File: src/rtl/decoder_pkg.sv
// Shared constants and reference helper for the 4-to-16 one-hot decoder.
// onehot16 is the behavioural form of the decode, handy wherever a quick model is needed.
package decoder_pkg;

  localparam int IN_W  = 4;
  localparam int OUT_W = 2 ** IN_W;

  function automatic logic [OUT_W-1:0] onehot16(input logic [IN_W-1:0] sel);
    onehot16 = OUT_W'(1) << sel;
  endfunction

endpackage

File: src/rtl/decoder_4to16_core.sv
// Purely combinational 4-to-16 decode built from AND terms of true/complemented select bits.
// Every select code maps to exactly one set bit; there are no invalid codes.
module decoder_4to16_core
  import decoder_pkg::*;
(
  output logic [OUT_W-1:0] onehot,
  input  logic [IN_W-1:0]  sel
);

  assign onehot[0]  = ~sel[3] & ~sel[2] & ~sel[1] & ~sel[0];
  assign onehot[1]  = ~sel[3] & ~sel[2] & ~sel[1] &  sel[0];
  assign onehot[2]  = ~sel[3] & ~sel[2] &  sel[1] & ~sel[0];
  assign onehot[3]  = ~sel[3] & ~sel[2] &  sel[1] &  sel[0];
  assign onehot[4]  = ~sel[3] &  sel[2] & ~sel[1] & ~sel[0];
  assign onehot[5]  = ~sel[3] &  sel[2] & ~sel[1] &  sel[0];
  assign onehot[6]  = ~sel[3] &  sel[2] &  sel[1] & ~sel[0];
  assign onehot[7]  = ~sel[3] &  sel[2] &  sel[1] &  sel[0];
  assign onehot[8]  =  sel[3] & ~sel[2] & ~sel[1] & ~sel[0];
  assign onehot[9]  =  sel[3] & ~sel[2] & ~sel[1] &  sel[0];
  assign onehot[10] =  sel[3] & ~sel[2] &  sel[1] & ~sel[0];
  assign onehot[11] =  sel[3] & ~sel[2] &  sel[1] &  sel[0];
  assign onehot[12] =  sel[3] &  sel[2] & ~sel[1] & ~sel[0];
  assign onehot[13] =  sel[3] &  sel[2] & ~sel[1] &  sel[0];
  assign onehot[14] =  sel[3] &  sel[2] &  sel[1] & ~sel[0];
  assign onehot[15] =  sel[3] &  sel[2] &  sel[1] &  sel[0];

endmodule

File: src/rtl/decoder_4to16_df.sv
// Registered 4-to-16 decoder: combinational core, polarity select, then output registers.
// valid is a plain qualifier (no ready): valid=1 means d holds the decode of i sampled with en=1 one clock earlier.
module decoder_4to16_df
  import decoder_pkg::*;
#(
  parameter bit ACTIVE_LOW = 1'b0
) (
  output logic [OUT_W-1:0] d,
  input  logic [IN_W-1:0]  i,
  input  logic             clk,
  input  logic             rst,
  input  logic             en,
  output logic             valid
);

  logic [OUT_W-1:0] onehot;
  logic [OUT_W-1:0] decoded;

  decoder_4to16_core u_core (
    .onehot (onehot),
    .sel    (i)
  );

  // Polarity only affects enabled decodes; idle and reset outputs stay all-zero.
  always_comb begin
    decoded = onehot;
    if (ACTIVE_LOW) decoded = ~onehot;
  end

  always_ff @(posedge clk) begin
    if (rst) begin
      d     <= '0;
      valid <= 1'b0;
    end else if (en) begin
      d     <= decoded;
      valid <= 1'b1;
    end else begin
      d     <= '0;
      valid <= 1'b0;
    end
  end

endmodule

File: config.mk
export PLATFORM = sky130hd
export DESIGN_NAME = decoder_4to16_df
export DESIGN_NICKNAME = d
export VERILOG_FILES = /design/src/rtl/decoder_pkg.sv /design/src/rtl/decoder_4to16_core.sv /design/src/rtl/decoder_4to16_df.sv
export SDC_FILE = /design/constraint.sdc
export NUM_CORES = 1
export LEC_CHECK = 0
export CORE_MARGIN = 2
export CORE_UTILIZATION = 33
export CTS_CLUSTER_SIZE = 40
export DETAILED_ROUTE_END_ITERATION = 16
export GPL_ROUTABILITY_DRIVEN = 0
export PLACE_DENSITY = 0.71
export SYNTH_ARGS = -nofsm -noshare
export SYNTH_HDL_FRONTEND = slang
export SYNTH_SLANG_ARGS = --single-unit
export TNS_END_PERCENT = 10
File: constraint.sdc
create_clock -name clk -period 0.8 [get_ports clk]
set_input_delay 0.12 -clock clk [delete_from_list [all_inputs] [get_ports clk]]
set_output_delay 0.12 -clock clk [all_outputs]
set_load 0.005 [all_outputs]
==> run metrics, run 1 <==
outcome complete, but fails checks; failing checks negative setup slack; register area share after synthesis 71.2%; crit-path max FO 1; Mapped Cells 41; vias 386; gr usage total 12.6%; CTS sink cnt 17; delay-heaviest family, CP flip-flops; Starting Density 35.8%; Min Clock Period, post-route 0.835 ns; Critical Path Max Stage Delay 0.33 ns; P_leak 0.324 nW; Max-slew headroom 83.9%; fin area 687 sq um; FP Rows 13; worst-margin pin slew 0.240 ns; grt total ovfl 0; arrival time worst endpoint 0.72 ns; Final WS setup -0.0353 ns; CTS Buffer Depth 2; drt pass-1 iters 2; Final Max Slew Viols 0; Place WS -0.554 ns; # IOs 24; most used standard cell by instance count after synthesis dfxtp_1; maximum vdd drop 0.854 mV; Net Count, Synth 48; # hold bufs at CTS 0; Via density 4.49; Period Utilization, post-route 104%; CTS root buffer clkbuf_4; die footprint 0.00177 sq mm; synth warn 0; FMAX 1200 MHz; critical path cell sequence buf_2; overall die width 42.1 um; Main synth FF type dfxtp_1; crit path from d[0]$_SDFF_PP0_; Post-synth EDFFs 0; Storage cell area 345 sq um; Req. time, crit path 0.68 ns; Port Buf Inserts 23; Synth area leader dfxtp_1; final antenna diode count 0; end-of-flow core utilization 51.5%; synthesized area 478 sq um; endpoints failing hold 0; most frequent cells after synthesis dfxtp_1 (17), nor2_1 (12), nor3_1 (3), nand2b_1 (2), nand4bb_1 (2); CTS H-tree depth 1; Yosys top cell area share 71.2%; critical path's slowest cell dfxtp_2; Wirelength per Cell 10.9 um; DPL Wire Length 722 um; initial antenna violation count 0; fraction of registers with async set/reset 0%; CTS clock-pin slew for the worst setup and hold paths 0.08 ns; RSZ-0062 raised after global routing yes; # fillers 137; # nets final 79; Worst Hold Class in2reg; Area Overhead vs Synth 43.7%; Antenna Nets Post-Route 0; largest net degree at the start of global routing 10; DRC 0; Multi-input gate area 138 sq um; number of global-route vias before repair 383; Synth area leaders dfxtp_1 (71%), nor2_1 (9.4%), nand4bb_1 (4.7%), nor3_1 (3.1%), or4b_4 (2.9%); power density cells 2000 mW/mm^2; Initial DRC Count 2; CP endpoint d[0]; # setup viols final 17; CTS tree done; WP buf/inv 1; layout cells sized above 1 45.1%; Die Span Y 42.1 um; Stages on worst setup path 1; Post-Route WL 938 um; total CTS buffers 3; CP Capture Type output pin; Yosys reg bits 17; global-route wire length before repair 1650 um; Crit Path Category reg2out; dpl cell area 749 sq um; Core Area 0.00133 sq mm; Max Cap Viol 0; Unique masters post-synth 10; startpoint types flip-flop; Syn Area/Cell 11.7 sq um
## area by class of cell
type | instances | share of cell area (%)
flip-flops and latches | 17 | 50.3
repair buffers | 26 | 23.1
multi-input cells | 24 | 20.0
clock buffers | 4 | 3.83
well taps | 15 | 2.73
## how the worst min path moves through the flow
| stage | from | end | depth (start not counted) | slack (ns) |
|---|---|---|---|---|
| 2_1_floorplan | i[1] | d[0]$_SDFF_PP0_ | 1 | 0.19 |
| 3_3_place_gp | rst | valid$_SDFF_PP0_ | 2 | 0.74 |
| 3_5_place_dp | rst | valid$_SDFF_PP0_ | 2 | 0.75 |
| 4_1_cts | rst | valid$_SDFF_PP0_ | 2 | 0.04 |
| 5_1_grt | rst | valid$_SDFF_PP0_ | 2 | 0.04 |
| 6_report | rst | valid$_SDFF_PP0_ | 2 | 0.04 |
## timing repair
action                     in CTS  in global routing
resized for setup              85                  2
buffers inserted                0                  0
setup endpoints to repair      33                 18
pin swaps                       2                  1
## stage by stage
step                      hold slack [ns]  TNS [ns]  power [W]  instances
after floorplan                     0.189   -0.0534   0.000907         41
after global routing               0.0391     -1.02    0.00146         86
after CTS                          0.0409    -0.407    0.00139         86
final                              0.0448    -0.233    0.00137         86
after detailed placement            0.747     -8.17   0.000989         82
after global placement              0.739     -7.90   0.000987         82
## layer usage
metal  share of wire (%)  wire [um]  track usage [%]  vias up
met4                   0          0             7.50        0
li1                    -          -                -      198
met1                  44        409             15.6      174
met2                  50        466             20.6       14
met3                 6.6         62             1.72        0
met5                   0          0                0        -
## registers in the layout, summed over array words and instances, names as in the netlist
name,count
valid,1
d,16
## logic make-up after synthesis
family / synth area share (%)
DFF: 71.2
and+or+nand+nor: 28.8
## power breakdown
part           internal (W)  switching (W)
registers          0.000856     0.00000224
logic             0.0000481      0.0000436
clock network      0.000193       0.000232
## placed cells by master (no fill, tap or decap), types with 2 or more instances in the layout
cell type	n
dfxtp_1	13
nor2_1	12
buf_2	19
buf_4	3
nand4bb_1	2
nand2b_1	2
dfxtp_2	4
clkdlybuf4s50_1	2
clkbuf_4	3
nor3_1	3
(Power assumes the default switching activity.)
==> run 2, diff against run 1 <==
--- a/constraint.sdc
+++ b/constraint.sdc
@@ -3,2 +3,2 @@
 set_output_delay 0.12 -clock clk [all_outputs]
-set_load 0.005 [all_outputs]
+set_load 0.01 [all_outputs]
==> run 2 against run 1 <==
- the flow still finishes with violations (negative setup slack)
- sequential share of layout area fell by 2.3 points
- largest cell class unchanged
- non-clock buffer count did not move
- critical path type unchanged
- setup slack got worse by 0.0025 ns
==> run metrics, run 2 (synthesis results as in run 1) <==
Min Clock Period, post-route 0.838 ns (+0.00252 ns); Worst Hold Class in2reg; initial antenna violation count 0 (unchanged); # IOs 24 (unchanged); Period Utilization, post-route 105% (+0.32 points); FMAX 1190 MHz (-0.30%); CTS tree done; worst-margin pin slew 0.240 ns (unchanged); die footprint 0.00177 sq mm (unchanged); Req. time, crit path 0.68 ns (about the same); grt total ovfl 0 (unchanged); switching pwr 0.000283 W (+1.7%); FP Rows 13 (unchanged); power density cells 1900 mW/mm^2 (-5.1%); most frequent cells in the layout buf_2 (13), nor2_1 (12), dfxtp_1 (10); outcome complete, but fails checks; RSZ-0062 raised after global routing yes; Crit Path Category reg2out; sequential share of power 62.1% (-0.3 points); Post-Route WL 928 um (-1.1%); # hold bufs at CTS 0 (unchanged); Final Max Slew Viols 0 (unchanged); # nets final 79 (unchanged); delay-heaviest family, CP flip-flops; drt pass-1 iters 2 (unchanged); Die Span Y 42.1 um (unchanged); clock power share 30.7% (-0.2 points); Via density 4.49 (unchanged); combinational power share 7.2% (+0.5 points); gr usage total 12.5% (-0.090 points); Max Cap Viol 0 (unchanged); Final WS setup -0.0378 ns (-0.00252 ns); Antenna Nets Post-Route 0 (unchanged); crit-path max FO 1 (unchanged); P_leak 0.329 nW (+1.6%); Pint 0.00110 W (+0.34%); Final Non-Filler Cells 86 (unchanged); DPL Wire Length 722 um (unchanged); Max-slew headroom 83.9% (unchanged); largest net degree at the start of global routing 10 (unchanged); overall die width 42.1 um (unchanged); biggest regs d (16), valid (1); CTS root buffer clkbuf_4; critical path's slowest cell dfxtp_2; final antenna diode count 0 (unchanged); layout cells sized above 1 49.3% (+4.2 points); # setup viols final 17 (unchanged); arrival time worst endpoint 0.72 ns (about the same); CTS H-tree depth 1 (unchanged); vias 386 (unchanged); WP buf/inv 1 (unchanged); global-route wire length before repair 1640 um (-0.85%); total CTS buffers 3 (unchanged); CTS sink cnt 17 (unchanged); CP Capture Type output pin; failing checks negative setup slack; Area Overhead vs Synth 52.4%; Wirelength per Cell 10.8 um (-1.1%); Top reg by flops d; Starting Density 35.8% (unchanged); Initial DRC Count 2 (unchanged); endpoints failing hold 0 (unchanged); maximum vdd drop 0.854 mV (about the same); max reg flops 16 (unchanged); CTS Buffer Depth 2 (unchanged); Sw Ratio 20.4% (+0.22 points); Critical Path Max Stage Delay 0.34 ns (about the same); Post-Place Cells 82 (unchanged); WHS 0.0448 ns (unchanged); critical path cell sequence buf_6; CTS clock-pin slew for the worst setup and hold paths 0.08 ns (about the same); Core Area 0.00133 sq mm (unchanged); most common cell after layout, fill and taps aside buf_2; DRC 0 (unchanged); Port Buf Inserts 23 (unchanged); startpoint types flip-flop; number of global-route vias before repair 381 (-0.52%)
## run 2: cell counts in the layout (fill, tap and decap cells not counted)
Identical to the previous run, type by type.
## run 2: metal layers
metal / vias up / wire [um] / track usage (%)
met5: - / 0 / 0
met4: 0 / 0 / 7.50
met3: 0 / 56 / 1.72
met2: 14 / 467 / 20.6
met1: 174 / 403 / 15.4
li1: 198 / - / -
## run 2: final cells by class
class	count	area (sq um)
tap	15	18.8
multi-input combinational	24	138
clock buffer	4	26.3
sequential	17	349
fill	137	606
timing repair buffer	26	196
## run 2: repair_timing
| item | in CTS | in global routing |
|---|---|---|
| pin swaps | 2 | 1 |
| buffers inserted | 0 | 0 |
| endpoints found under the hold margin | 0 | 0 |
| gates resized for setup | 88 | 8 |
| endpoints found under the setup margin | 33 | 18 |
## run 2: path summary, 6_finish.rpt
check,startpoint,endpoint,depth (start not counted)
worst max-delay path,d[0]$_SDFF_PP0_,d[0],1
worst min-delay path,rst,valid$_SDFF_PP0_,2
## run 2: stage by stage
step                      total power (W)  TNS (ns)  util (%)  cell area [sq um]  setup slack [ns]
final                             0.00138    -0.421      54.6                728           -0.0378
after global routing              0.00147     -1.20      54.6                728           -0.0855
after CTS                         0.00140    -0.607      52.3                698           -0.0495
after detailed placement         0.000993     -8.76      56.2                749            -0.554
after global placement           0.000992     -8.50      56.2                749            -0.515
after floorplan                  0.000911   -0.0534         -                478           -0.0283
## run 2: power groups by stage
stage	Clock (W)	Combinational [W]	Sequential (W)
after detailed placement	0	0.000115	0.000879
after global routing	0.000499	0.000109	0.000861
after CTS	0.000442	0.0000981	0.000859
after floorplan	0	0.0000269	0.000884
after global placement	0	0.000113	0.000879
final	0.000425	0.0000992	0.000859
==> variant 1, RTL diff (flow settings as in run 1) <==
Make the reset (`rst`) asynchronous in one clocked block.
--- a/src/rtl/decoder_4to16_df.sv
+++ b/src/rtl/decoder_4to16_df.sv
@@ -29,3 +29,3 @@
 
-  always_ff @(posedge clk) begin
+  always_ff @(posedge clk or posedge rst) begin
     if (rst) begin
Formal check against the unedited RTL: differs if rst is asserted again (counterexample within 4 cycles, from zero or initial values and one cycle with rst high); with rst held inactive, the same outputs for 10 cycles.
==> variant 1 against run 1 <==
- the run still ends with setup timing left
- power up 7.5%
- utilization down 1.2 points
- cell area up 25%
- synthesized area up 25%
- sequential share of layout area down 0.78 points
- routed wire length up 15%
- critical path depth unchanged
- sequential cell count unchanged
- worst setup slack worse by 0.068 ns
- critical path type unchanged
- critical endpoint is now d[8]
- largest cell class unchanged
==> variant 1: results (changes against run 1) <==
<table>
<tr><th>Metric</th><th>Value</th></tr>
<tr><th colspan="2">Setup path</th></tr>
<tr><td>Crit-path slowest cell</td><td>dfrtp_1 (was dfxtp_2)</td></tr>
<tr><td>Longest individual stage delay on the worst path</td><td>0.37 ns (was 0.33 ns)</td></tr>
<tr><th colspan="2">Routing</th></tr>
<tr><td>Mean routed wirelength per cell</td><td>10.7 um (was 10.9 um)</td></tr>
<tr><td>Starting DRT DRC Count</td><td>2 (unchanged)</td></tr>
<tr><td>Vias after detailed routing</td><td>442 (was 386)</td></tr>
<tr><td>Count of TritonRoute iterations in the first routing pass</td><td>3 (was 2)</td></tr>
<tr><th colspan="2">Layout</th></tr>
<tr><td>Total of fill cells in the finished design</td><td>148 (was 137)</td></tr>
<tr><td>Fraction of layout instances using a drive strength above 1</td><td>46.1% (was 45.1%)</td></tr>
<tr><td>Post-layout nets</td><td>84 (was 79)</td></tr>
<tr><th colspan="2">Place</th></tr>
<tr><td>Placement-stage cell area</td><td>906 um^2 (was 749 um^2)</td></tr>
<tr><td>Worst setup slack after placement</td><td>-0.451 ns (was -0.554 ns)</td></tr>
<tr><th colspan="2">STA</th></tr>
<tr><td>Headroom to the max-slew limit</td><td>78.8% (was 83.9%)</td></tr>
<tr><td>Crit path setup slack, layout</td><td>-0.103 ns (was -0.0353 ns)</td></tr>
<tr><td>Setup violation total in the final timing report</td><td>17 (unchanged)</td></tr>
<tr><th colspan="2">Synth</th></tr>
<tr><td>Share of synthesized area occupied by flip-flops and latches</td><td>71.3% (was 71.2%)</td></tr>
<tr><td>Number of nets in the synthesized netlist</td><td>52 (was 48)</td></tr>
<tr><td>Count of unique library cells instantiated by Yosys</td><td>15 (was 10)</td></tr>
<tr><td>List of most frequent post-synthesis cells</td><td>17 x dfrtp_1, 6 x nor2_1, 5 x nor3_1, 3 x nor3_2 (was 17 x dfxtp_1, 12 x nor2_1, 3 x nor3_1, 2 x nand2b_1, 2 x nand4bb_1)</td></tr>
<tr><th colspan="2">Power</th></tr>
<tr><td>Maximum resistive drop on vdd</td><td>0.755 mV (was 0.854 mV)</td></tr>
<tr><td>Leakage power total</td><td>0.466 nW (was 0.324 nW)</td></tr>
<tr><th colspan="2">Clock tree</th></tr>
<tr><td>PostCTS Resize Cnt</td><td>74 (was 85)</td></tr>
<tr><th colspan="2">GRT</th></tr>
<tr><td>GRT Util Overall</td><td>12.0% (was 12.6%)</td></tr>
<tr><td>Via count of the first global-routing pass</td><td>374 (was 383)</td></tr>
<tr><th colspan="2">Status</th></tr>
<tr><td>Failing checks</td><td>setup timing (unchanged)</td></tr>
<tr><td>Result of the run</td><td>complete, but fails checks (unchanged)</td></tr>
</table>
variant 1: cell types whose count changed in the layout (fill, tap and decap cells not counted), sizes merged, moves of 2 or more:
cell,change
nand4bb,-2
nand3b,+2
nor3,+4
nor2,-6
nor4,+2
dfxtp,-17
nand3,+2
dfrtp,+17
dlygate4sd2,+4
variant 1: layout make-up:
type | count | area [um^2] | share of cell area [%]
Multi-Input combinational cell | 25 | 168 | 19.5
Clock inverter | 1 | 5.00 | 0.582
Sequential cell | 17 | 425 | 49.5
Timing Repair Buffer | 29 | 204 | 23.7
Clock buffer | 3 | 22.5 | 2.62
Tap cell | 25 | 31.3 | 3.64
Inverter | 1 | 3.75 | 0.437
variant 1: how the worst max path moves through the flow:
stage	startpoint	end	slack [ns]	depth (start not counted)
after floorplan	i[2]	d[3]	0.18	3
after global placement	en	d[3]	-0.43	3
after detailed placement	en	d[3]	-0.45	3
after CTS	d[8]	d[8]	-0.12	1
after global routing	d[8]	d[8]	-0.15	1
final	d[8]	d[8]	-0.10	1
variant 1: logic make-up (layout without fill, tap and decap cells):
group                  after synthesis  after routing  share of synthesized area (%)
buffers and inverters                3             34                           2.30
DFF                                 17             17                           71.3
and+or+nand+nor                     25             25                           26.4
variant 1: power groups by stage:
stage / Clock, mW / Combinational, mW / Sequential [mW]
after floorplan: 0 / 0.0646 / 0.897
after global placement: 0 / 0.177 / 0.894
after detailed placement: 0 / 0.179 / 0.894
after CTS: 0.458 / 0.165 / 0.877
after global routing: 0.506 / 0.179 / 0.878
final: 0.440 / 0.161 / 0.876
variant 1: routing by layer:
layer	vias up	wire length (um)	global-route usage, %	part of all wire, %
met5	-	0	0	0
met4	0	45	10.3	4.2
met3	6	92	3.53	8.5
met2	17	498	15.6	46
met1	207	445	15.8	41
li1	212	-	-	-
variant 1: through the flow:
stage	cells	power (mW)	setup TNS, ns	hold WS [ns]
after detailed placement	97	1.07	-7.91	0.452
final	101	1.48	-1.56	0.133
after global placement	97	1.07	-7.55	0.450
after floorplan	45	0.962	0	0.0461
after CTS	101	1.50	-1.86	0.133
after global routing	101	1.56	-2.24	0.129
==> variant 2, RTL diff (settings of run 1) <==
Made on the original files. Change the parameter `ACTIVE_LOW` from 1'b0 to 1'b1.
--- a/src/rtl/decoder_4to16_df.sv
+++ b/src/rtl/decoder_4to16_df.sv
@@ -5,3 +5,3 @@
 #(
-  parameter bit ACTIVE_LOW = 1'b0
+  parameter bit ACTIVE_LOW = 1'b1
 ) (
Function: changed (a bounded check fails within 4 cycles, from zero or initial values and one cycle with rst high).
==> variant 2 against run 1 <==
- the flow still finishes with violations (setup timing)
- die area rose by 5.0%
- count of clock-buffer cells in the layout did not move
- hold slack better by 0.25 ns
- routed wire length grew 21%
- cell area increased by 12%
- synthesized area grew 5.5%
- worst setup slack improved by 0.0079 ns
- utilization rose by 0.79 points
- global-route usage shrank 0.10 points
- first-iteration DRC count down 100%
- sequential cell count did not move
- highest routed layer unchanged
Power is not compared: it rests on default switching activity, and its combinational part moved more than twofold at a synthesized area within 25%.
==> variant 2: results (changes against run 1) <==
<table>
<tr><th>Metric</th><th>Value</th></tr>
<tr><th colspan="2">STA</th></tr>
<tr><td>Setup violation total in the final timing report</td><td>18 (was 17)</td></tr>
<tr><td>Final hold violation count</td><td>0 (unchanged)</td></tr>
<tr><td>Crit path setup slack, layout</td><td>-0.0273 ns (was -0.0353 ns)</td></tr>
<tr><td>Headroom to the max-slew limit</td><td>80.5% (was 83.9%)</td></tr>
<tr><th colspan="2">Layout</th></tr>
<tr><td>Post-layout nets</td><td>82 (was 79)</td></tr>
<tr><td>Fraction of layout instances using a drive strength above 1</td><td>50.0% (was 45.1%)</td></tr>
<tr><th colspan="2">GRT</th></tr>
<tr><td>Via count of the first global-routing pass</td><td>386 (was 383)</td></tr>
<tr><td>GRT Util Overall</td><td>12.5% (was 12.6%)</td></tr>
<tr><td>Routing usage on met1</td><td>12.9% (was 15.6%)</td></tr>
<tr><td>Met3 usage</td><td>6.38% (was 1.72%)</td></tr>
<tr><td>Maximum number of pins on one net before global-route repair</td><td>18 (was 10)</td></tr>
<tr><td>Global-route wire length before repair</td><td>1700 um (was 1650 um)</td></tr>
<tr><th colspan="2">Routing</th></tr>
<tr><td>Total wire length</td><td>1140 um (was 938 um)</td></tr>
<tr><td>Routed wl met3</td><td>102 um (was 62 um)</td></tr>
<tr><td>Via density per instance</td><td>4.79 (was 4.49)</td></tr>
<tr><td>Total routed wire length on the met1 layer</td><td>426 um (was 409 um)</td></tr>
<tr><td>Starting DRT DRC Count</td><td>0 (was 2)</td></tr>
<tr><td>Count of TritonRoute iterations in the first routing pass</td><td>1 (was 2)</td></tr>
<tr><td>Met2 routed wirelength</td><td>606 um (was 466 um)</td></tr>
<tr><th colspan="2">Synth</th></tr>
<tr><td>Mean area per synthesized cell</td><td>11.7 um^2 (about the same)</td></tr>
<tr><td>Number of nets in the synthesized netlist</td><td>50 (was 48)</td></tr>
<tr><td>List of most frequent post-synthesis cells</td><td>17 x dfxtp_1, 9 x a21oi_1, 6 x a31oi_1, 3 x nor2b_2, 2 x nor2_1 (was 17 x dfxtp_1, 12 x nor2_1, 3 x nor3_1, 2 x nand2b_1, 2 x nand4bb_1)</td></tr>
<tr><td>Count of unique library cells instantiated by Yosys</td><td>11 (was 10)</td></tr>
<tr><th colspan="2">Place</th></tr>
<tr><td>Worst setup slack after placement</td><td>-0.428 ns (was -0.554 ns)</td></tr>
<tr><td>Placement-stage cell area</td><td>793 um^2 (was 749 um^2)</td></tr>
<tr><td>Detailed placer's ending HPWL</td><td>816 um (was 722 um)</td></tr>
<tr><td>Post-placement cell count</td><td>86 (was 82)</td></tr>
<tr><th colspan="2">Status</th></tr>
<tr><td>Result of the run</td><td>complete, but fails checks (unchanged)</td></tr>
<tr><td>Failing checks</td><td>setup timing (unchanged)</td></tr>
</table>
[variant 2: changes by cell type in the layout (fill, tap and decap cells not counted), sizes merged, moves of 2 or more]
cell	before	now
nor2	12	2
a21oi	0	9
a31oi	0	6
dlygate4sd2	0	4
nor3	4	0
nand4bb	2	0
nor2b	1	3
[variant 2: area by class of cell]
| cell class | instances | area (um^2) |
|---|---|---|
| Inverter | 1 | 3.75 |
| Sequential cell | 17 | 344 |
| Timing Repair Buffer | 29 | 198 |
| Fill cell | 141 | 702 |
| Multi-Input combinational cell | 23 | 178 |
| Tap cell | 16 | 20.0 |
| Clock buffer | 4 | 26.3 |
[variant 2: worst paths after layout]
| kind | startpoint | end | slack (ns) | cells past startpoint |
|---|---|---|---|---|
| hold / removal | i[0] | d[11] | 0.30 | 2 |
| setup / recovery | d[8] | d[8] | -0.03 | 1 |
[variant 2: timing repair]
| item | CTS | global route |
|---|---|---|
| setup endpoints to repair | 32 | 27 |
| resized for setup | 74 | 6 |
| cloned | 0 | 0 |
